`src/rtl/b08_log_pkg.sv`:
```
// Shared types and field layout for the b08 result logger.
package b08_log_pkg;

    typedef enum logic [1:0] {
        IDLE  = 2'd0,
        ARMED = 2'd1,
        WAIT  = 2'd2
    } state_e;

    localparam int TO_BIT  = 7;
    localparam int SEQ_MSB = 6;
    localparam int SEQ_LSB = 4;
    localparam int RES_MSB = 3;
    localparam int ENTRY_W = 8;

    typedef struct packed {
        logic       timeout;
        logic [2:0] seq;
        logic [3:0] result;
    } entry_t;

    function automatic entry_t make_entry(input logic to, input logic [2:0] seq,
                                          input logic [3:0] res);
        entry_t e;
        e.timeout = to;
        e.seq     = seq;
        e.result  = res;
        return e;
    endfunction

endpackage

```
`src/rtl/b08_log_fifo.sv`:
```
// First-word-fall-through FIFO; pointers carry an extra wrap bit to tell full from empty.
module b08_log_fifo #(
    parameter int DEPTH = 8,
    parameter int WIDTH = 8,
    parameter int LW    = $clog2(DEPTH) + 1
) (
    input  logic             clk_i,
    input  logic             rst_i,
    input  logic             push_i,
    input  logic [WIDTH-1:0] data_i,
    input  logic             pop_i,
    output logic             valid_o,
    output logic [WIDTH-1:0] data_o,
    output logic [LW-1:0]    level_o,
    output logic             accepted_o,
    output logic             dropped_o
);
    localparam int AW = $clog2(DEPTH);

    logic [WIDTH-1:0] mem_q [DEPTH];
    logic [AW:0]      wr_q, wr_d, rd_q, rd_d;
    logic             empty_s, full_s, pop_s;

    assign empty_s = (wr_q == rd_q);
    assign full_s  = (wr_q[AW] != rd_q[AW]) && (wr_q[AW-1:0] == rd_q[AW-1:0]);
    assign pop_s   = pop_i & ~empty_s;
    // A pop frees the slot the same cycle, so a push on full is still accepted.
    assign accepted_o = push_i & (~full_s | pop_s);
    assign dropped_o  = push_i & full_s & ~pop_s;

    always_comb begin
        wr_d = wr_q;
        rd_d = rd_q;
        if (accepted_o) begin
            wr_d = wr_q + {{AW{1'b0}}, 1'b1};
        end else begin
            wr_d = wr_q;
        end
        if (pop_s) begin
            rd_d = rd_q + {{AW{1'b0}}, 1'b1};
        end else begin
            rd_d = rd_q;
        end
    end

    always_ff @(posedge clk_i) begin
        if (rst_i) begin
            wr_q <= '0;
            rd_q <= '0;
        end else begin
            wr_q <= wr_d;
            rd_q <= rd_d;
        end
    end

    always_ff @(posedge clk_i) begin
        if (accepted_o) begin
            mem_q[wr_q[AW-1:0]] <= data_i;
        end
    end

    assign valid_o = ~empty_s;
    assign data_o  = empty_s ? {WIDTH{1'b0}} : mem_q[rd_q[AW-1:0]];
    assign level_o = LW'(wr_q - rd_q);

endmodule

```
`src/rtl/b08_result_logger.sv`:
```
// Captures one tagged result per START session of the b08 engine and queues it for readout.
module b08_result_logger
    import b08_log_pkg::*;
#(
    parameter int DEPTH   = 8,
    parameter int CNT_W   = 16,
    parameter int TIMEOUT = 32
) (
    input  logic                     clock,
    input  logic                     reset,
    input  logic                     START,
    input  logic [3:0]               O_IN,
    input  logic                     OUT_READY,
    output logic                     OUT_VALID,
    output logic [7:0]               OUT_DATA,
    output logic [$clog2(DEPTH):0]   LEVEL,
    output logic [CNT_W-1:0]         COUNT,
    output logic                     OVERFLOW,
    output logic                     BUSY
);
    localparam int TW = (TIMEOUT > 1) ? $clog2(TIMEOUT) : 1;
    localparam logic [TW-1:0] TIMER_LAST = TW'(TIMEOUT - 1);

    state_e           state_q, state_d;
    logic [TW-1:0]    timer_q, timer_d;
    logic [3:0]       base_q, base_d;
    logic [2:0]       seq_q, seq_d;
    logic [CNT_W-1:0] count_q, count_d;
    logic             ovf_q, ovf_d;
    logic             push_s, push_to_s, changed_s, accepted_s, dropped_s;
    entry_t           entry_s;

    assign changed_s = (O_IN != base_q);

    always_ff @(posedge clock) begin
        if (reset) begin
            state_q <= IDLE;
        end else begin
            state_q <= state_d;
        end
    end

    // Result change has priority over abort, which has priority over timeout.
    always_comb begin
        state_d = state_q;
        case (state_q)
            IDLE: begin
                if (START) state_d = ARMED;
                else       state_d = IDLE;
            end
            ARMED: begin
                if (!START) state_d = WAIT;
                else        state_d = ARMED;
            end
            WAIT: begin
                if (changed_s)                  state_d = IDLE;
                else if (START)                 state_d = ARMED;
                else if (timer_q == TIMER_LAST) state_d = IDLE;
                else                            state_d = WAIT;
            end
            default: state_d = IDLE;
        endcase
    end

    always_comb begin
        push_s    = 1'b0;
        push_to_s = 1'b0;
        if (state_q == WAIT) begin
            if (changed_s) begin
                push_s    = 1'b1;
                push_to_s = 1'b0;
            end else if (START || (timer_q == TIMER_LAST)) begin
                push_s    = 1'b1;
                push_to_s = 1'b1;
            end else begin
                push_s    = 1'b0;
                push_to_s = 1'b0;
            end
        end else begin
            push_s    = 1'b0;
            push_to_s = 1'b0;
        end
    end

    assign entry_s = make_entry(push_to_s, seq_q, O_IN);

    b08_log_fifo #(
        .DEPTH (DEPTH),
        .WIDTH (ENTRY_W)
    ) u_fifo (
        .clk_i      (clock),
        .rst_i      (reset),
        .push_i     (push_s),
        .data_i     (entry_s),
        .pop_i      (OUT_READY),
        .valid_o    (OUT_VALID),
        .data_o     (OUT_DATA),
        .level_o    (LEVEL),
        .accepted_o (accepted_s),
        .dropped_o  (dropped_s)
    );

    always_comb begin
        timer_d = timer_q;
        base_d  = base_q;
        if (state_q == ARMED) begin
            timer_d = '0;
            base_d  = O_IN;
        end else if ((state_q == WAIT) && !push_s) begin
            timer_d = timer_q + {{(TW-1){1'b0}}, 1'b1};
            base_d  = base_q;
        end else begin
            timer_d = timer_q;
            base_d  = base_q;
        end
        // Dropped pushes still consume a tag so gaps in the sequence reveal loss.
        seq_d = push_s ? (seq_q + 3'd1) : seq_q;
        if (accepted_s && (count_q != {CNT_W{1'b1}})) begin
            count_d = count_q + {{(CNT_W-1){1'b0}}, 1'b1};
        end else begin
            count_d = count_q;
        end
        ovf_d = ovf_q | dropped_s;
    end

    always_ff @(posedge clock) begin
        if (reset) begin
            timer_q <= '0;
            base_q  <= 4'd0;
            seq_q   <= 3'd0;
            count_q <= '0;
            ovf_q   <= 1'b0;
        end else begin
            timer_q <= timer_d;
            base_q  <= base_d;
            seq_q   <= seq_d;
            count_q <= count_d;
            ovf_q   <= ovf_d;
        end
    end

    assign COUNT    = count_q;
    assign OVERFLOW = ovf_q;
    assign BUSY     = (state_q != IDLE);

endmodule

```
`config.mk`:
```
export PLATFORM = sky130hd
export DESIGN_NAME = b08_result_logger
export DESIGN_NICKNAME = d
export VERILOG_FILES = /design/src/rtl/b08_log_pkg.sv /design/src/rtl/b08_log_fifo.sv /design/src/rtl/b08_result_logger.sv
export SDC_FILE = /design/constraint.sdc
export NUM_CORES = 1
export LEC_CHECK = 0
export BUFFER_PORTS_ARGS = -buffer_cell sky130_fd_sc_hd__buf_2
export CORE_MARGIN = 2
export CORE_UTILIZATION = 59
export DETAILED_ROUTE_END_ITERATION = 10
export PLACE_DENSITY = 0.91
export SLEW_MARGIN = 20
export SYNTH_ARGS = -nofsm -noshare
export SYNTH_HDL_FRONTEND = slang
export SYNTH_HIERARCHICAL = 1
export SYNTH_SLANG_ARGS = --single-unit
```
`constraint.sdc`:
```
create_clock -name clock -period 4.6 [get_ports clock]
set_clock_uncertainty 0.2 [all_clocks]
set_input_delay 0.46 -clock clock [delete_from_list [all_inputs] [get_ports clock]]
set_output_delay 0.46 -clock clock [all_outputs]
set_load 0.005 [all_outputs]
```
# --- Word level (Yosys, flattened, before mapping) ---
# Memories as Yosys holds them, arrays and structs flattened. A register that Yosys moved wholly into a read port is not among the register bits.
# Index checks and enable logic that the tools add are counted.
totals:
  ff_bits: 39
  ramBits: 64
  in_bits: 8
  output_inout_bits: 31
  word_cells: 56
  mem_count: 1
mem_list:
  columns: ["memory", "words", "width", "read_ports", "rd_clocked_by_memory_dff", "write_ports", "line_no", "source"]
  rows:
  - ["u_fifo.mem_q", 8, 8, 1, 1, 1, "b08_log_fifo.sv:20", "logic [WIDTH-1:0] mem_q [DEPTH];"]
op_classes:
  add_sub_neg: 6
  eq_ne: 8
  mux: 16
  bitwise: 9
  n_reduce_logical: 8
ops:
  columns: ["op", "n"]
  rows:
  - ["$add A16 B1 Y16 const B", 1]
  - ["$ne A16 B16 Y1 const B", 1]
  - ["$add A4 B1 Y4 const B", 2]
  - ["$mux W1", 8]
  - ["$mux W2", 4]
  - ["$mux W8", 1]
  - ["$mux W3", 2]
  - ["$pmux W2 S3", 1]
  - ["$add A5 B1 Y5 const B", 1]
  - ["$eq A5 B5 Y1 const B", 1]
  - ["$and A1 B1 Y1", 4]
  - ["$eq A4 B4 Y1", 1]
  - ["$ne A4 B4 Y1", 1]
  - ["$sub A4 B4 Y4", 1]
  - ["$add A3 B1 Y3 const B", 1]
  - ["$eq A3 B3 Y1", 1]
  - ["$logic_and A1 B1 Y1", 3]
  - ["$not A1 Y1", 3]
  - ["$eq A2 B1 Y1 const B", 1]
  - ["$eq A2 B2 Y1 const B", 1]
  - ["$logic_not A2 Y1", 1]
  - ["$or A1 B1 Y1", 2]
  - ["$reduce_bool A2 Y1", 1]
  - ["$reduce_or A2 Y1", 1]
  - ["3 further kinds", 3]

# --- Depth between registers and ports, before layout ---
depth:
  word_depth: 8
  depth_mapped: 12
  ltp_nobuf: 11

# --- Hierarchy ---
# Netlist, hierarchy kept.
modules_own_cells:
  columns: ["module", "n_inst", "cells_each", "area_each_um2", "seq_area_each_um2"]
  rows:
  - ["b08_log_fifo", 1, 170, 3104.2, 2142.1]
  - ["b08_result_logger", 1, 181, 1562.7, 620.6]

# --- Worst setup path before layout ---
# No wires, ideal clock.
synth_timing:
  path_kind: "flip-flop to flip-flop"
  startpoint: "reg timer_q[0]"
  endpoint: "reg count_q[15] (netlist: COUNT[15])"
  setup_time_ns: 0.070
  arrival_ns: 2.948
  required_ns: 4.330
  setup_slack_ns: 1.382
  stages_incl_launch_ff: 13
  path_buffers: 1
  synth_period_minus_slack_ns: 3.218
  cell_sequence: "dfxtp_1 > ha_1 > and3_1 > ha_1 > nor2_1 > a21oi_1 > o31ai_4 > inv_1 > inv_1 > or4b_1 > clkbuf_2 > or4_1 > a21oi_1"
synth_between:
  elab_chain_len: 7
synth_rtl:
  columns: ["element", "line_no", "source"]
  rows:
  - ["start: declaration", "b08_result_logger.sv:25", "logic [TW-1:0] timer_q, timer_d;"]
  - ["start signal: assignment", "b08_result_logger.sv:134", "timer_q <= timer_d;"]
  - ["$eq A5 B5 Y1", "b08_result_logger.sv:72", "end else if (START || (timer_q == TIMER_LAST)) begin"]
  - ["$logic_or A1 B1 Y1", "b08_result_logger.sv:72", null]
  - ["$mux W1", "b08_result_logger.sv:72", null]
  - ["$mux W1", "b08_result_logger.sv:69", "if (changed_s) begin"]
  - ["$mux W1", "b08_result_logger.sv:68", "if (state_q == WAIT) begin"]
  - ["via push_s", "b08_result_logger.sv:30", "logic push_s, push_to_s, changed_s, accepted_s, dropped_s;"]
  - ["$and A1 B1 Y1", "b08_log_fifo.sv:28", "assign accepted_o = push_i & (~full_s | pop_s);"]
  - ["via accepted_s", "b08_result_logger.sv:30", null]
  - ["$logic_and A1 B1 Y1", "b08_result_logger.sv:118", "if (accepted_s && (count_q != {CNT_W{1'b1}})) begin"]
  - ["end signal: assignment", "b08_result_logger.sv:137", "count_q <= count_d;"]
  - ["end: declaration", "b08_result_logger.sv:28", "logic [CNT_W-1:0] count_q, count_d;"]
# The timed path passes the listed nets, and every way through them passes these cells.
# A chain may end at the register's enable or synchronous reset.

# --- Worst setup path after layout ---
layout_timing:
  startpoint: "reg u_fifo.wr_q[0]"
  endpoint: "out OUT_DATA[7]"
layout_between:
  elab_chain_len: 2
layout_rtl:
  columns: ["element", "line_no", "source"]
  rows:
  - ["start: declaration", "b08_log_fifo.sv:21", "logic [AW:0] wr_q, wr_d, rd_q, rd_d;"]
  - ["start signal: assignment", "b08_log_fifo.sv:51", "wr_q <= wr_d;"]
  - ["$eq A4 B4 Y1", "b08_log_fifo.sv:24", "assign empty_s = (wr_q == rd_q);"]
  - ["$mux W8", "b08_log_fifo.sv:63", "assign data_o = empty_s ? {WIDTH{1'b0}} : mem_q[rd_q[AW-1:0]];"]
  - ["end: declaration", "b08_result_logger.sv:15", "output logic [7:0] OUT_DATA,"]
# Every way passes these cells.

==> flow_metrics.env <==
export IMPL_stdcell_area_um2=5135
export IMPL_ys_seq_elements=106
export IMPL_synth_area_um2=4667
export IMPL_relSlewSlack_pct=32.47
export IMPL_die_area_um2=8638
export IMPL_num_vias=2967
export IMPL_min_to="u_fifo/mem_q[6][2]"
export IMPL_hold_viol=0
export IMPL_end_kind="primary output"
export IMPL_timing_rr_end="COUNT[15]"
export IMPL_power_density_nw_per_um2=318.2
export IMPL_synth_edf_count=64
export IMPL_internal_power_uw=1255
export IMPL_insertion_delay_ps=370
export IMPL_ys_warn_count=6
export IMPL_crit_type="flip-flop to primary output"
export IMPL_cts_buffers=9
export IMPL_hpwl_mm=5.898
export IMPL_peakVddDrop_mv=0.1750
export IMPL_cp_required_ps=3940
export IMPL_drt_pre_antenna_iters=5
export IMPL_postCtsSetupBuffers=0
export IMPL_num_antenna_cells=0
export IMPL_gr_total_overflow=0
export IMPL_die_h_um=92.94
export IMPL_io_buffers=38
export IMPL_min_period_ps=3361
export IMPL_drt_iter0_drc=114
export IMPL_grt_first_pass_wirelength_mm=14.07
export IMPL_cp_slowest_cell="nor2b_1"
export IMPL_swShare_pct=23.21
export IMPL_slew_violations=0
export IMPL_ant_nets=0
export IMPL_multi_input_area_um2=1783
export IMPL_worst_slew_pin_slew_ps=1012
export IMPL_gp_congestion=0.8206
export IMPL_rsz0062_at_grt="false"
export IMPL_wl_per_cell_um=17.21
export IMPL_cts_resized=0
export IMPL_drv_cap=0
export IMPL_cts_tree="yes"
export IMPL_avgSynthCellArea_um2=13.30
export IMPL_fin_crit_sh_pct=73.06
export IMPL_core_area_um2=7687
export IMPL_synth_fp_nets=369
export IMPL_combPwrFrac_pct=4.9
export IMPL_status="finished clean"
export IMPL_crit_path_start_kind="flip-flop"
export IMPL_r2r_start="timer_q[0]"
export IMPL_grt_pass1_vias=2852
export IMPL_hold_ws_ps=185.8
export IMPL_whs_path_depth=1
export IMPL_hold_buffers=0
export IMPL_final_cells=497
export IMPL_drive_above_1_share_pct=21.52
export IMPL_path_clk_slew_ps=110
export IMPL_leakagePower_uw=0.001849
export IMPL_fin_nets=408
export IMPL_boundaryPins=39
export IMPL_grt_max_degree=44
export IMPL_worstRegToRegCells=12
export IMPL_finalSetupViolCount=0
export IMPL_finalSetupTns_ps=0
export IMPL_netlist_instances=351
export IMPL_max_stage_delay_ps=660
export IMPL_synth_seq_area_share_pct=59.20
export IMPL_clock_path_buffers=2
export IMPL_crit_chain="inv_1, ha_1, nand3_2, nand2b_2, nor2b_1, a22o_1, buf_2"
export IMPL_die_x_um=92.94
export IMPL_drc_errors=0
export IMPL_critPathMaxFanout=8
export IMPL_htree_levels=3
export IMPL_reg2reg_setup_slack_ps=1290
export IMPL_arrival_ps=2700
export IMPL_mostFrequentLayoutCell="edfxtp_1"
export IMPL_clock_fmax_mhz=297.6
export IMPL_mostFrequentLayoutCells="edfxtp_1 (64), dfxtp_1 (42), buf_2 (38), nor2_1 (26), a21oi_1 (20)"
export IMPL_n_fill_cell=571
export IMPL_wl_mm=8.554
export IMPL_grt_use_total_pct=21.52
export IMPL_total_power_uw=1634
export IMPL_synth_main_ff_cell="edfxtp_1"
export IMPL_power_share_clock_pct=32.9
export IMPL_clockRootBuffer="clkbuf_8"
export IMPL_p_sw_uw=379.2
export IMPL_seqPwrFrac_pct=62.2
export IMPL_ys_async_sr_fraction_pct=0
export IMPL_start_util_pct=60.71
export IMPL_hold_start="O_IN[2]"
export IMPL_cts_sinks=106
export IMPL_via_per_inst=5.970
export IMPL_min_path_type="input pin to flip-flop"
export IMPL_dp_cells=481
export IMPL_row_count=32
export IMPL_ys_types=55
export IMPL_place_area_um2=4950
export IMPL_layout_area_seq_um2=2763
export IMPL_antenna_found_initial=0
export IMPL_syn_to_final_growth_pct=10.03
registers in the layout (all words and copies together), names as in the netlist, named ones only:
register      count
state_q           2
timer_q           5
u_fifo/mem_q     64
base_q            4
seq_q             3
OVERFLOW          1
u_fifo/rd_q       4
COUNT            16
u_fifo/wr_q       4
synth_stat cells (9+ instances only):
library cell	n	share of area [%]
a21oi_1	20	2.1
dfxtp_1	42	18
edfxtp_1	64	41
ha_1	9	2.4
inv_1	13	1.0
mux4_2	10	4.8
nand2_1	11	0.88
nand3_1	9	0.97
nor2_1	26	2.1
o21ai_0	10	1.1
o31ai_1	10	1.6
xnor2_1	9	1.7
metal layers:
layer | wire length, um | track usage [%] | vias up
li1 | - | - | 1433
met1 | 3578 | 27.74 | 1443
met2 | 4343 | 36.47 | 79
met3 | 495 | 3.987 | 12
met4 | 137 | 7.966 | 0
met5 | 0 | 0 | -
power groups by stage:
| stage | logic (uW) | clock network (uW) | registers, uW |
|---|---|---|---|
| after global routing | 87.3 | 580 | 1020 |
| after CTS | 80.7 | 548 | 1020 |
| final | 80.4 | 537 | 1020 |
| after detailed placement | 80.7 | 0 | 1040 |
| after global placement | 78.0 | 0 | 1040 |
| after floorplan | 60.6 | 0 | 1030 |
worst max-delay path: cells and delay by family, from the launching register on:
family                     cells  cell delay (ps)
AOI/OAI and AO/OA              1              260
DFF                            1              440
and+or+nand+nor                3              990
buffers and inverters          2              280
adders and majority gates      1              360
cell families after synthesis:
kind of cell             count (synthesis)  synth area share [%]
AND/OR/NAND/NOR                        109                 13.67
flip-flops                             106                 59.20
AO/OA/AOI/OAI                           58                 8.338
buffers and inverters                   28                 2.708
multiplexers                            27                 10.64
XOR/XNOR                                13                 2.601
adder cells (fa/ha/maj)                 10                 2.842
metrics by stage:
| stage | setup slack, ps | utilization (%) |
|---|---|---|
| final | 1239 | 66.80 |
| after global routing | 1114 | 66.80 |
| after detailed placement | 1198 | 64.39 |
| after CTS | 1243 | 66.80 |
| after floorplan | 1382 | - |
| after global placement | 1302 | 64.39 |
worst max path at each step:
stage                        to  slack [ps]            from
floorplan             COUNT[15]        1380      timer_q[0]
global placement      COUNT[15]        1300         O_IN[3]
detailed placement    COUNT[15]        1200         O_IN[3]
CTS                 OUT_DATA[7]        1240  u_fifo/wr_q[0]
global route        OUT_DATA[7]        1110  u_fifo/wr_q[0]
finish              OUT_DATA[7]        1240  u_fifo/wr_q[0]
layout make-up:
type / instances / area share [%]
Sequential cell: 106 / 53.80
Timing Repair Buffer: 43 / 4.435
Multi-Input combinational cell: 217 / 34.72
Inverter: 13 / 0.9503
Clock buffer: 10 / 2.485
Tap cell: 102 / 2.485
Clock inverter: 6 / 1.121
Note: power is estimated with default switching activity, not from simulation.
